===== src/rtl/arq_pkg.sv =====
// arq_pkg: shared types for the stop-and-wait ARQ controller.
// Holds the FSM state enum, the acknowledgement encoding and width helpers.
package arq_pkg;

   typedef enum logic [1:0] {
      IDLE,
      SEND,
      WAIT_ACK
   } arq_state_e;

   // Widest packet the acknowledgement helper handles.
   localparam int unsigned ACK_W = 64;

   // The peer answers a packet with its bitwise complement.
   function automatic logic [ACK_W-1:0] ack_of(
      input logic [ACK_W-1:0] pkt
   );
      return ~pkt;
   endfunction

   // Width of the retry counter; one bit minimum even with no retries.
   function automatic int unsigned retry_w(
      input int unsigned max_retry
   );
      return (max_retry > 0) ? $clog2(max_retry + 1) : 1;
   endfunction

endpackage


===== src/rtl/arq_controller_if.sv =====
// arq_controller_if: application and Encoder/Decoder signals of the ARQ.
// slave = controller side, master = application plus link side.
interface arq_controller_if
   import arq_pkg::*;
#(
   parameter int unsigned N_PKT     = 8,
   parameter int unsigned MAX_RETRY = 3
);

   localparam int unsigned RW = retry_w(MAX_RETRY);

   logic [N_PKT-1:0] tx_data;
   logic             tx_valid;
   logic             tx_ready;
   logic             done;
   logic             fail;
   logic [RW-1:0]    retries;
   logic             start_ENC;
   logic [N_PKT-1:0] data_ENC;
   logic             avail_ENC;
   logic [N_PKT-1:0] data_DEC;
   logic             avail_DEC;
   logic             error_DEC;
   logic             read_DEC;

   modport master (
      output tx_data, tx_valid,
      output avail_ENC, data_DEC, avail_DEC, error_DEC,
      input  tx_ready, done, fail, retries,
      input  start_ENC, data_ENC, read_DEC
   );

   modport slave (
      input  tx_data, tx_valid,
      input  avail_ENC, data_DEC, avail_DEC, error_DEC,
      output tx_ready, done, fail, retries,
      output start_ENC, data_ENC, read_DEC
   );

endinterface


===== src/rtl/arq_timer.sv =====
// arq_timer: timeout counter; clr restarts, en advances, expire flags
// the last cycle of the window. Ports: clk, rst, clr, en, expire.
module arq_timer #(
   parameter int unsigned TIMEOUT = 1540
) (
   input  logic clk,
   input  logic rst,
   input  logic clr,
   input  logic en,
   output logic expire
);

   localparam int unsigned TW = $clog2(TIMEOUT);

   logic [TW-1:0] count_q;

   // The clearing cycle is itself the first elapsed cycle of the window,
   // so the count restarts at one.
   always_ff @(posedge clk) begin
      if (rst) begin
         count_q <= '0;
      end else if (clr) begin
         count_q <= TW'(1);
      end else if (en) begin
         count_q <= count_q + TW'(1);
      end
   end

   assign expire = en & (count_q == TW'(TIMEOUT - 1));

endmodule


===== src/rtl/arq_controller.sv =====
// arq_controller: stop-and-wait retransmission over one Encoder/Decoder.
// Ports: clk, rst, bus (application handshake, Encoder start, Decoder read).
module arq_controller
   import arq_pkg::*;
#(
   parameter int unsigned N_PKT     = 8,
   parameter int unsigned TIMEOUT   = 1540,
   parameter int unsigned MAX_RETRY = 3
) (
   input  logic             clk,
   input  logic             rst,
   arq_controller_if.slave  bus
);

   localparam int unsigned RW = retry_w(MAX_RETRY);

   arq_state_e       state_q;
   logic [N_PKT-1:0] pkt_q;
   logic [RW-1:0]    retries_q;
   logic             done_q;
   logic             fail_q;
   logic             read_q;

   logic accept;
   logic start;
   logic read_dec;
   logic ack_ok;
   logic timing;
   logic expire;

   arq_timer #(
      .TIMEOUT (TIMEOUT)
   ) u_timer (
      .clk    (clk),
      .rst    (rst),
      .clr    (start),
      .en     (timing),
      .expire (expire)
   );

   always_comb begin
      accept   = 1'b0;
      start    = 1'b0;
      timing   = 1'b0;
      read_dec = 1'b0;
      ack_ok   = 1'b0;
      accept   = (state_q == IDLE) & bus.tx_valid;
      start    = (state_q == SEND) & bus.avail_ENC;
      timing   = (state_q == WAIT_ACK);
      // avail_DEC drops a cycle after the read; read_q masks that echo.
      read_dec = bus.avail_DEC & ~read_q;
      ack_ok   = timing & read_dec & ~bus.error_DEC &
                 (bus.data_DEC == N_PKT'(ack_of(ACK_W'(pkt_q))));
   end

   always_ff @(posedge clk) begin
      if (rst) begin
         state_q   <= IDLE;
         pkt_q     <= '0;
         retries_q <= '0;
         done_q    <= 1'b0;
         fail_q    <= 1'b0;
         read_q    <= 1'b0;
      end else begin
         read_q <= read_dec;
         done_q <= 1'b0;
         fail_q <= 1'b0;
         unique case (state_q)
            IDLE: begin
               if (accept) begin
                  pkt_q     <= bus.tx_data;
                  retries_q <= '0;
                  state_q   <= SEND;
               end
            end
            SEND: begin
               if (start) begin
                  state_q <= WAIT_ACK;
               end
            end
            WAIT_ACK: begin
               // An ack on the expiry cycle still counts.
               if (ack_ok) begin
                  done_q  <= 1'b1;
                  state_q <= IDLE;
               end else if (expire) begin
                  if (retries_q < RW'(MAX_RETRY)) begin
                     retries_q <= retries_q + RW'(1);
                     state_q   <= SEND;
                  end else begin
                     fail_q  <= 1'b1;
                     state_q <= IDLE;
                  end
               end
            end
            default: state_q <= IDLE;
         endcase
      end
   end

   assign bus.tx_ready  = (state_q == IDLE);
   assign bus.start_ENC = start;
   assign bus.data_ENC  = pkt_q;
   assign bus.read_DEC  = read_dec;
   assign bus.done      = done_q;
   assign bus.fail      = fail_q;
   assign bus.retries   = retries_q;

endmodule


===== src/flat_wrapper.sv =====
// flat-port wrapper written by rule: the top's interface ports become plain ports
module arq_controller_flat import arq_pkg::*;
#(
   parameter int unsigned N_PKT     = 8,
   parameter int unsigned TIMEOUT   = 1540,
   parameter int unsigned MAX_RETRY = 3
)
  (clk, rst, bus_tx_data, bus_tx_valid, bus_avail_ENC, bus_data_DEC, bus_avail_DEC, bus_error_DEC, bus_tx_ready, bus_done, bus_fail, bus_retries, bus_start_ENC, bus_data_ENC, bus_read_DEC);
  arq_controller_if #(.N_PKT(N_PKT), .MAX_RETRY(MAX_RETRY)) bus_i ();
  input  logic clk;
  input  logic rst;
  input wire logic [$bits(bus_i.tx_data)-1:0] bus_tx_data;
  input wire logic [$bits(bus_i.tx_valid)-1:0] bus_tx_valid;
  input wire logic [$bits(bus_i.avail_ENC)-1:0] bus_avail_ENC;
  input wire logic [$bits(bus_i.data_DEC)-1:0] bus_data_DEC;
  input wire logic [$bits(bus_i.avail_DEC)-1:0] bus_avail_DEC;
  input wire logic [$bits(bus_i.error_DEC)-1:0] bus_error_DEC;
  output wire logic [$bits(bus_i.tx_ready)-1:0] bus_tx_ready;
  output wire logic [$bits(bus_i.done)-1:0] bus_done;
  output wire logic [$bits(bus_i.fail)-1:0] bus_fail;
  output wire logic [$bits(bus_i.retries)-1:0] bus_retries;
  output wire logic [$bits(bus_i.start_ENC)-1:0] bus_start_ENC;
  output wire logic [$bits(bus_i.data_ENC)-1:0] bus_data_ENC;
  output wire logic [$bits(bus_i.read_DEC)-1:0] bus_read_DEC;
  assign bus_i.tx_data = bus_tx_data;
  assign bus_i.tx_valid = bus_tx_valid;
  assign bus_i.avail_ENC = bus_avail_ENC;
  assign bus_i.data_DEC = bus_data_DEC;
  assign bus_i.avail_DEC = bus_avail_DEC;
  assign bus_i.error_DEC = bus_error_DEC;
  assign bus_tx_ready = bus_i.tx_ready;
  assign bus_done = bus_i.done;
  assign bus_fail = bus_i.fail;
  assign bus_retries = bus_i.retries;
  assign bus_start_ENC = bus_i.start_ENC;
  assign bus_data_ENC = bus_i.data_ENC;
  assign bus_read_DEC = bus_i.read_DEC;
  arq_controller #(.N_PKT(N_PKT), .TIMEOUT(TIMEOUT), .MAX_RETRY(MAX_RETRY)) u_core (.clk(clk), .rst(rst), .bus(bus_i));
endmodule

===== config.mk =====
export PLATFORM = sky130hd
export DESIGN_NAME = arq_controller_flat
export DESIGN_NICKNAME = d
export VERILOG_FILES = /design/src/rtl/arq_pkg.sv /design/src/rtl/arq_controller_if.sv /design/src/rtl/arq_timer.sv /design/src/rtl/arq_controller.sv /design/src/flat_wrapper.sv
export SDC_FILE = /design/constraint.sdc
export NUM_CORES = 1
export LEC_CHECK = 0
export CORE_UTILIZATION = 30
export DETAILED_ROUTE_END_ITERATION = 16
export HOLD_SLACK_MARGIN = 0.15
export PLACE_DENSITY_LB_ADDON = 0.12
export SLEW_MARGIN = 10
export SYNTH_ARGS = -nofsm -noshare
export SYNTH_HDL_FRONTEND = slang
export SYNTH_HIERARCHICAL = 1
export SYNTH_SLANG_ARGS = --single-unit

===== constraint.sdc =====
create_clock -name clk -period 2.51 [get_ports clk]
set_input_delay 0.502 -clock clk [delete_from_list [all_inputs] [get_ports clk]]
set_output_delay 0.502 -clock clk [all_outputs]
set_load 0.02 [all_outputs]

After elaboration in Yosys (flattened, before gate mapping) --
Index checks and enable logic that the tools add are counted.
Storage, ports and cells: bits in registers 26, input port bits 22, output and inout port bits 15, logic and storage cells 57
Cells by class: $add $sub $neg 2, order comparisons 1, equality and inequality tests 10, muxes and demuxes 15, bitwise operators 12, reduce and logical (&&, ||, !) cells 9
Operators with widths (number):
- 2-bit 2-to-1 mux | 8
- 11-bit by 1-bit adder with 11-bit output, second input constant | 1
- 11-bit == test, second input constant | 1
- 8-bit == test | 1
- 8-bit inverter | 1
- 1-bit AND | 7
- 2-bit by 1-bit inequality test with 1-bit output, second input constant | 3
- 2-bit one-hot mux with 3 select lines | 1
- 1-bit 2-to-1 mux | 5
- 5-bit AND reduction | 1
- 2-bit inequality test, second input constant | 2
- 1-bit inverter | 4
- 2-bit one-hot mux with 2 select lines | 1
- 2-bit nonzero test | 2
- 2-bit OR reduction | 2
- 4-bit OR reduction | 1
- 3-bit by 1-bit inequality test with 1-bit output, second input constant | 1
- 3-bit AND reduction | 1
- 2-bit by 1-bit adder with 2-bit output, second input constant | 1
- 2-bit by 1-bit == test with 1-bit output, second input constant | 1
- 2-bit == test, second input constant | 1
- 2-bit zero test | 1
- 2-bit < comparator, second input constant | 1
- 2-bit AND reduction | 1

Depth between registers and ports, before layout --
Gate-level depths: netlist of run 1.
depth in word-level cells 7, depth in mapped cells 10, gate-level depth less buffers 9

Modules after synthesis --
The synthesis of run 1 kept the hierarchy.
Modules (own cells, without submodules):
- arq_controller | instances 1, cells an instance 75, area an instance 735.7 um^2, sequential area each 300.3 um^2
- arq_timer | instances 1, cells an instance 58, area an instance 505.5 um^2, sequential area each 220.2 um^2

Worst setup path after synthesis of run 1 --
Ideal clock, no wire load.
path type register to register, start point register u_core.u_timer.count_q[2], end point register u_core.retries_q[0], in the netlist u_core/bus.retries[0], library setup time 0.072 ns, arrival time 2.165 ns, data required time 2.438 ns, path slack 0.273 ns, cell stages (with the launch flop) 8, buffers on the path 0, period minus slack after synthesis 2.237 ns, cells stage by stage dfxtp_1 -> or4_1 -> or4_1 -> nor3_2 -> nand3b_1 -> a21o_1 -> a31oi_2 -> mux2i_1
On the way: cells in the longest elaborated chain, start to end 4
RTL lines:
- start: declaration | RTL line arq_timer.sv:15 | logic [TW-1:0] count_q;
- start signal: assignment | RTL line arq_timer.sv:25 | count_q <= count_q + TW'(1);
- 11-bit == test | RTL line arq_timer.sv:29 | assign expire = en & (count_q == TW'(TIMEOUT - 1));
- 1-bit AND | RTL line arq_timer.sv:29
- named net u_core.expire | RTL line arq_controller.sv:29 | logic expire;
- 2-bit by 1-bit inequality test with 1-bit output (no source line)
- 5-bit AND reduction (no source line)
- end signal: assignment | RTL line arq_controller.sv:88 | retries_q <= retries_q + RW'(1);
- end: declaration | RTL line arq_controller.sv:19 | logic [RW-1:0] retries_q;
The timed path passes the listed nets, and every way through them passes these cells. A chain may end at the register's enable or synchronous reset.

Final worst setup path of run 1 --
Ends and elaborated chain as after synthesis.

==> metrics, run 1 <==
status finished, final reports clean; R2R depth 7; CTS clk-pin slew, worst paths 0.08 ns; aggregate global routing overflow 0; total CTS buffers 3; endpoints failing hold 0; achievable frequency 430 MHz; Clock Tree Buf Depth 2; I/O Buffers 36; count leader, synth dfxtp_1; Setup TNS 0 ns; FF+latch count, synth 26; drt pass-1 iters 4; Total Die Area 4400 um2; area of the core 4000 um2; Static Leak 0.629 nW; RSZ-0062 raised after global routing false; syn avg cell area 9.33 um2; min Tclk post-route 2.33 ns; CTS root buf clkbuf_8; top sig layer met4; Yosys top cell area share 41.9%; CP Data Arrival Time 2.53 ns; DR WL/cell 13.0 um; starting density of the core 31.0%; Setup crit start u_core/u_timer/count_q[2]; final-layout fill cell count 399; CTS tree built; Yosys top cell by area dfxtp_1; HP Class reg -> reg; number of diodes 0; Reg2Reg Launch Point u_core/u_timer/count_q[2]; synth top area cells dfxtp_1, mux2i_1, xnor2_1, nor2_1, or4_1; worst-skew pair later-pin latency 0.27 ns; Die Y 66.3 um; Hold Path Origin u_core/bus.retries[1]; TritonCTS sink count 26; ys async rst share 0%; Iter 0 DRT Violations 49; Net Count, Synth 157; final setup fails 0; number of global-route vias before repair 1060; Clock Skew 0.00314 ns; top_reg_cell synth dfxtp_1; crit end category register; CTS H-tree lvls 1; placer congestion estimate 0.838; max cap viols 0; NetSw 222 uW; Final ANT Viol Nets 0; Cell Pwr Density 492 nW/um2; Post-synth EDFFs 0; register-to-register setup slack 0.18 ns; Via density 4.97; Mapped Cells 133; sw frac 26.0%; Clock power frac 27.1%; Slew Limit Fails 0; Synth cell types 29; period utilisation layout 92.8%; GRT Overall Usage 14.1%; footprint of the multi-input gates 701 um2; sequential power share 51.9%; yosys warns 6; total wire length 2.89 mm; Crit Path Max Fanout 5; Die X 66.3 um; row count 23; Sequential Area 520 um2; Pint 632 uW; first-pass GRT wire length 4.66 mm; area grow syn2layout 39.7%; Post-CTS Hold Fix Bufs 0; Core Util, Final 43.4%; hold depth 2; peak supply drop 0.000229 V; Vias 1104; Ports 37; share of layout cells above drive strength 1 8.14%; Rel. slew slack 66.4%; met2 wire len 1.44 mm; metal3 WL 105 um; post-synthesis sequential area ratio 41.9%; # nets final 198; Least-Margin Pin Slew 0.504 ns; initial antenna violation count 0; WHS Endpoint u_core/bus.retries[1]; Mapped Area 1240 um2; drt drc 0; dpl hpwl 2.20 mm; worst path required time 2.71 ns; commonest cells in the netlist dfxtp_1, nor2_1, mux2i_1; R2R Path End u_core/bus.retries[0]; wl on met1 1.30 mm; CP startpoint kind register; Crit Path Class reg -> reg; combinational share of power 21.0%; largest net degree at the start of global routing 14
[worst max path at each step]
stage                            endpoint  slack (ns)  cells after the start
detailed placement  u_core/bus.retries[0]        0.09                      7
global placement    u_core/bus.retries[1]        0.17                      7
CTS                 u_core/bus.retries[0]        0.08                      7
floorplan           u_core/bus.retries[0]        0.27                      7
global route        u_core/bus.retries[0]        0.04                      7
finish              u_core/bus.retries[0]        0.18                      7
[power groups by stage]
stage / clock network, mW / registers (mW) / logic, mW
after floorplan: 0 / 0.462 / 0.0874
after global routing: 0.252 / 0.446 / 0.193
after CTS: 0.238 / 0.443 / 0.179
after global placement: 0 / 0.453 / 0.176
final: 0.231 / 0.443 / 0.179
after detailed placement: 0 / 0.453 / 0.178
[final cells by class]
cell class,instances,share of cell area (%)
tap,50,3.61
inverter,5,1.08
multi-input combinational,98,40.4
sequential,26,30.0
timing repair buffer,40,22.5
clock buffer,3,2.38
[what timing repair did]
| item | CTS | global route |
|---|---|---|
| resized for setup | 0 | 3 |
| setup buffers | 0 | 0 |
| endpoints found under the setup margin | 0 | 2 |
[flip-flops by register name (all words and copies together) (netlist names)]
| register | cells |
|---|---|
| u_core/bus.data_ENC | 8 |
| u_core/bus.done | 1 |
| u_core/bus.retries | 2 |
| u_core/read_q | 1 |
| u_core/u_timer/count_q | 11 |
| u_core/state_q | 2 |
| u_core/bus.fail | 1 |
[placed cells by master, fill, tap and decap left out, drive strengths merged]
cell and n:
nand2 8, nand4 3, buf 4, mux2i 12
o21ai 2, or4 6, dfxtp 26, nand3b 1
and2 1, inv 5, o31ai 4, nor3 5
a31oi 1, clkbuf 3, nand3 4, or3 3
xnor2 8, nor4 2, ha 2, nand2b 3
or2 1, a22o 1, clkdlybuf4s50 36, a21o 2
a21oi 6, and4 1, xor2 4, nor2 18
[metrics by stage]
step                worst slack (ns)  area (um2)  hold slack (ns)  instances  total power, mW
finish                         0.182        1730            0.492        222            0.853
global route                  0.0427        1730            0.517        222            0.891
CTS                           0.0758        1720            0.495        222            0.860
detailed placement            0.0940        1670            0.479        219            0.631
global placement               0.169        1670            0.469        219            0.628
floorplan                      0.273        1240            0.452        133            0.549
[layer usage]
metal / vias to the layer above / global-route usage (%)
met3: 4 / 1.90
met5: - / 0
met2: 20 / 24.9
li1: 547 / -
met4: 0 / 7.18
met1: 533 / 16.5
[worst max-delay path, stage by stage, from the launching register on]
cell and delay [ns]:
dfxtp_1 0.36, or4_1 0.53, or4_4 0.50, nor3_4 0.15, nand3b_1 0.09, a21o_1 0.21
a31oi_4 0.20, mux2i_1 0.22
[logic make-up after synthesis]
logic type,after synthesis,share of synthesized area (%)
compound gates,16,8.57
xor+xnor,12,8.47
fa+ha+maj,2,2.02
buf+inv,9,3.13
flops,26,41.9
mux,12,9.68
simple gates,56,26.2
Note: power is estimated with default switching activity, not from simulation.
==> run 2, diff against run 1 <==
==> constraint.sdc (replaced) <==
create_clock -name clk -period 2.6 [get_ports clk]
set_input_delay 0.52 -clock clk [delete_from_list [all_inputs] [get_ports clk]]
set_output_delay 0.52 -clock clk [all_outputs]
set_load 0.02 [all_outputs]
==> run 2 against run 1 <==
  * Design area down 0.29%
  * Power up 0.62%
  * Combinational power down 5%
  * Critical path type unchanged
  * Largest cell class unchanged
  * Largest power group unchanged
==> metrics, run 2 (synthesis gave the netlist of run 1 again) <==
status finished, final reports clean; CP peak stage delay 0.51 ns (-0.02 ns); worst path required time 2.80 ns (+0.09 ns); starting density of the core 31.0% (unchanged); endpoints failing hold 0 (unchanged); initial antenna violation count 0 (unchanged); Rel. slew slack 66.0% (-0.40 points); crit path cell chain or4_1 -> or4_1 -> nor3_2 -> nand3b_1 -> a21o_1 -> a31oi_2 -> mux2i_1; Cell Pwr Density 497 nW/um2 (+0.91%); CP Data Arrival Time 2.61 ns (+0.08 ns); drt drc 0 (unchanged); CP startpoint kind register; fin cells 223 (+0.45%); row count 23 (unchanged); HP Class reg -> reg; Die X 66.3 um (unchanged); crit end category register; largest net degree at the start of global routing 15 (+1); Biggest register u_core/u_timer/count_q; Resized Gates After CTS 0 (unchanged); Ports 37 (unchanged); drt pass-1 iters 4 (unchanged); min Tclk post-route 2.41 ns (+0.0798 ns); R2R depth 7 (unchanged); area of the core 4000 um2 (unchanged); number of global-route vias before repair 1054 (-0.57%); total wire length 2.79 mm (-3.5%); Via density 4.89 (-1.6%); final setup fails 0 (unchanged); most frequent cells in the layout clkdlybuf4s50_1, dfxtp_1, nor2_1; commonest non-fill, non-tap cell in the layout clkdlybuf4s50_1; TritonCTS sink count 26 (unchanged); RSZ-0062 raised after global routing false; period utilisation layout 92.6% (-0.14 points); share of layout cells above drive strength 1 8.09% (-0.047 points); max cap viols 0 (unchanged); Least-Margin Pin Slew 0.510 ns (+0.00604 ns); Static Leak 0.633 nW (+0.56%); peak supply drop 0.000205 V (-10%); postcts setup bufs 0 (unchanged); Crit Path Class reg -> reg; DR WL/cell 12.5 um (-3.9%); # nets final 198 (unchanged); worst-skew pair later-pin latency 0.27 ns (about the same); achievable frequency 415 MHz (-3.3%); Final ANT Viol Nets 0 (unchanged); Iter 0 DRT Violations 33 (-33%); GRT Overall Usage 13.9% (-0.20 points); Total Die Area 4400 um2 (unchanged); CTS tree built; total CTS buffers 3 (unchanged); Vias 1091 (-1.2%); Slew Limit Fails 0 (unchanged); Clock Tree Buf Depth 2 (unchanged); CTS clk-pin slew, worst paths 0.09 ns (about the same); Crit Path Max Fanout 5 (unchanged); CTS root buf clkbuf_8; hold depth 2 (unchanged); area grow syn2layout 39.3%; Setup TNS 0 ns (unchanged); first-pass GRT wire length 4.60 mm (-1.5%); Post-CTS Hold Fix Bufs 0 (unchanged); max FFs per register 11 (unchanged); aggregate global routing overflow 0 (unchanged); Clock Skew 0.00415 ns (+0.00101 ns); placed cell count 219 (unchanged); placer congestion estimate 0.815 (-2.7%); cell mode on critical path or4_1; dpl hpwl 2.15 mm (-2.3%); slowest CP cell or4_1; Fin Hold WS 0.491 ns (-0.00120 ns); I/O Buffers 36 (unchanged); CTS H-tree lvls 1 (unchanged); number of diodes 0 (unchanged); Die Y 66.3 um (unchanged); Core Util, Final 43.2% (-0.13 points)
[run 2: cell types whose count changed in the layout (fill, tap and decap cells not counted), sizes merged]
cell	previous run	this run
clkbuf	3	4
[run 2: worst max-delay path, delay by kind of cell (launching register included)]
kind               cells  cell delay (ns)
AOI/OAI and AO/OA      2             0.44
DFF                    1             0.36
muxes                  1             0.21
and+or+nand+nor        4             1.34
[run 2: worst paths after layout]
check,from,slack [ns],end
max,u_core/u_timer/count_q[2],0.19,u_core/bus.retries[0]
min,u_core/bus.retries[1],0.49,u_core/bus.retries[1]
max reg2reg,u_core/u_timer/count_q[2],0.19,u_core/bus.retries[0]
min reg2reg,u_core/bus.retries[1],0.49,u_core/bus.retries[1]
[run 2: metrics by stage]
step	power (mW)	instance area, um2	worst slack [ns]
6_report	0.859	1730	0.192
2_1_floorplan	0.530	1240	0.363
5_1_grt	0.904	1730	0.0122
3_5_place_dp	0.608	1670	0.194
4_1_cts	0.874	1730	0.169
3_3_place_gp	0.607	1670	0.263
[run 2: final cells by class]
cell class	count	area (um2)
fill	387	2270
clock buffer	4	55.1
multi-input combinational	98	682
timing repair buffer	40	390
tap	50	62.6
sequential	26	520
inverter	5	18.8
[run 2: power by group]
group	internal (mW)	leakage [nW]	switching [mW]
Combinational	0.0921	0.393	0.0775
Clock	0.135	0.0288	0.126
Sequential	0.413	0.211	0.0140
Total	0.641	0.633	0.218
[run 2: per-layer routing]
metal,share of wire (%),global-route usage (%),wire (um)
met1,46,17.1,1290
met2,48,24.0,1340
met3,4.0,1.55,112
met4,1.8,6.38,50
met5,0,0,0
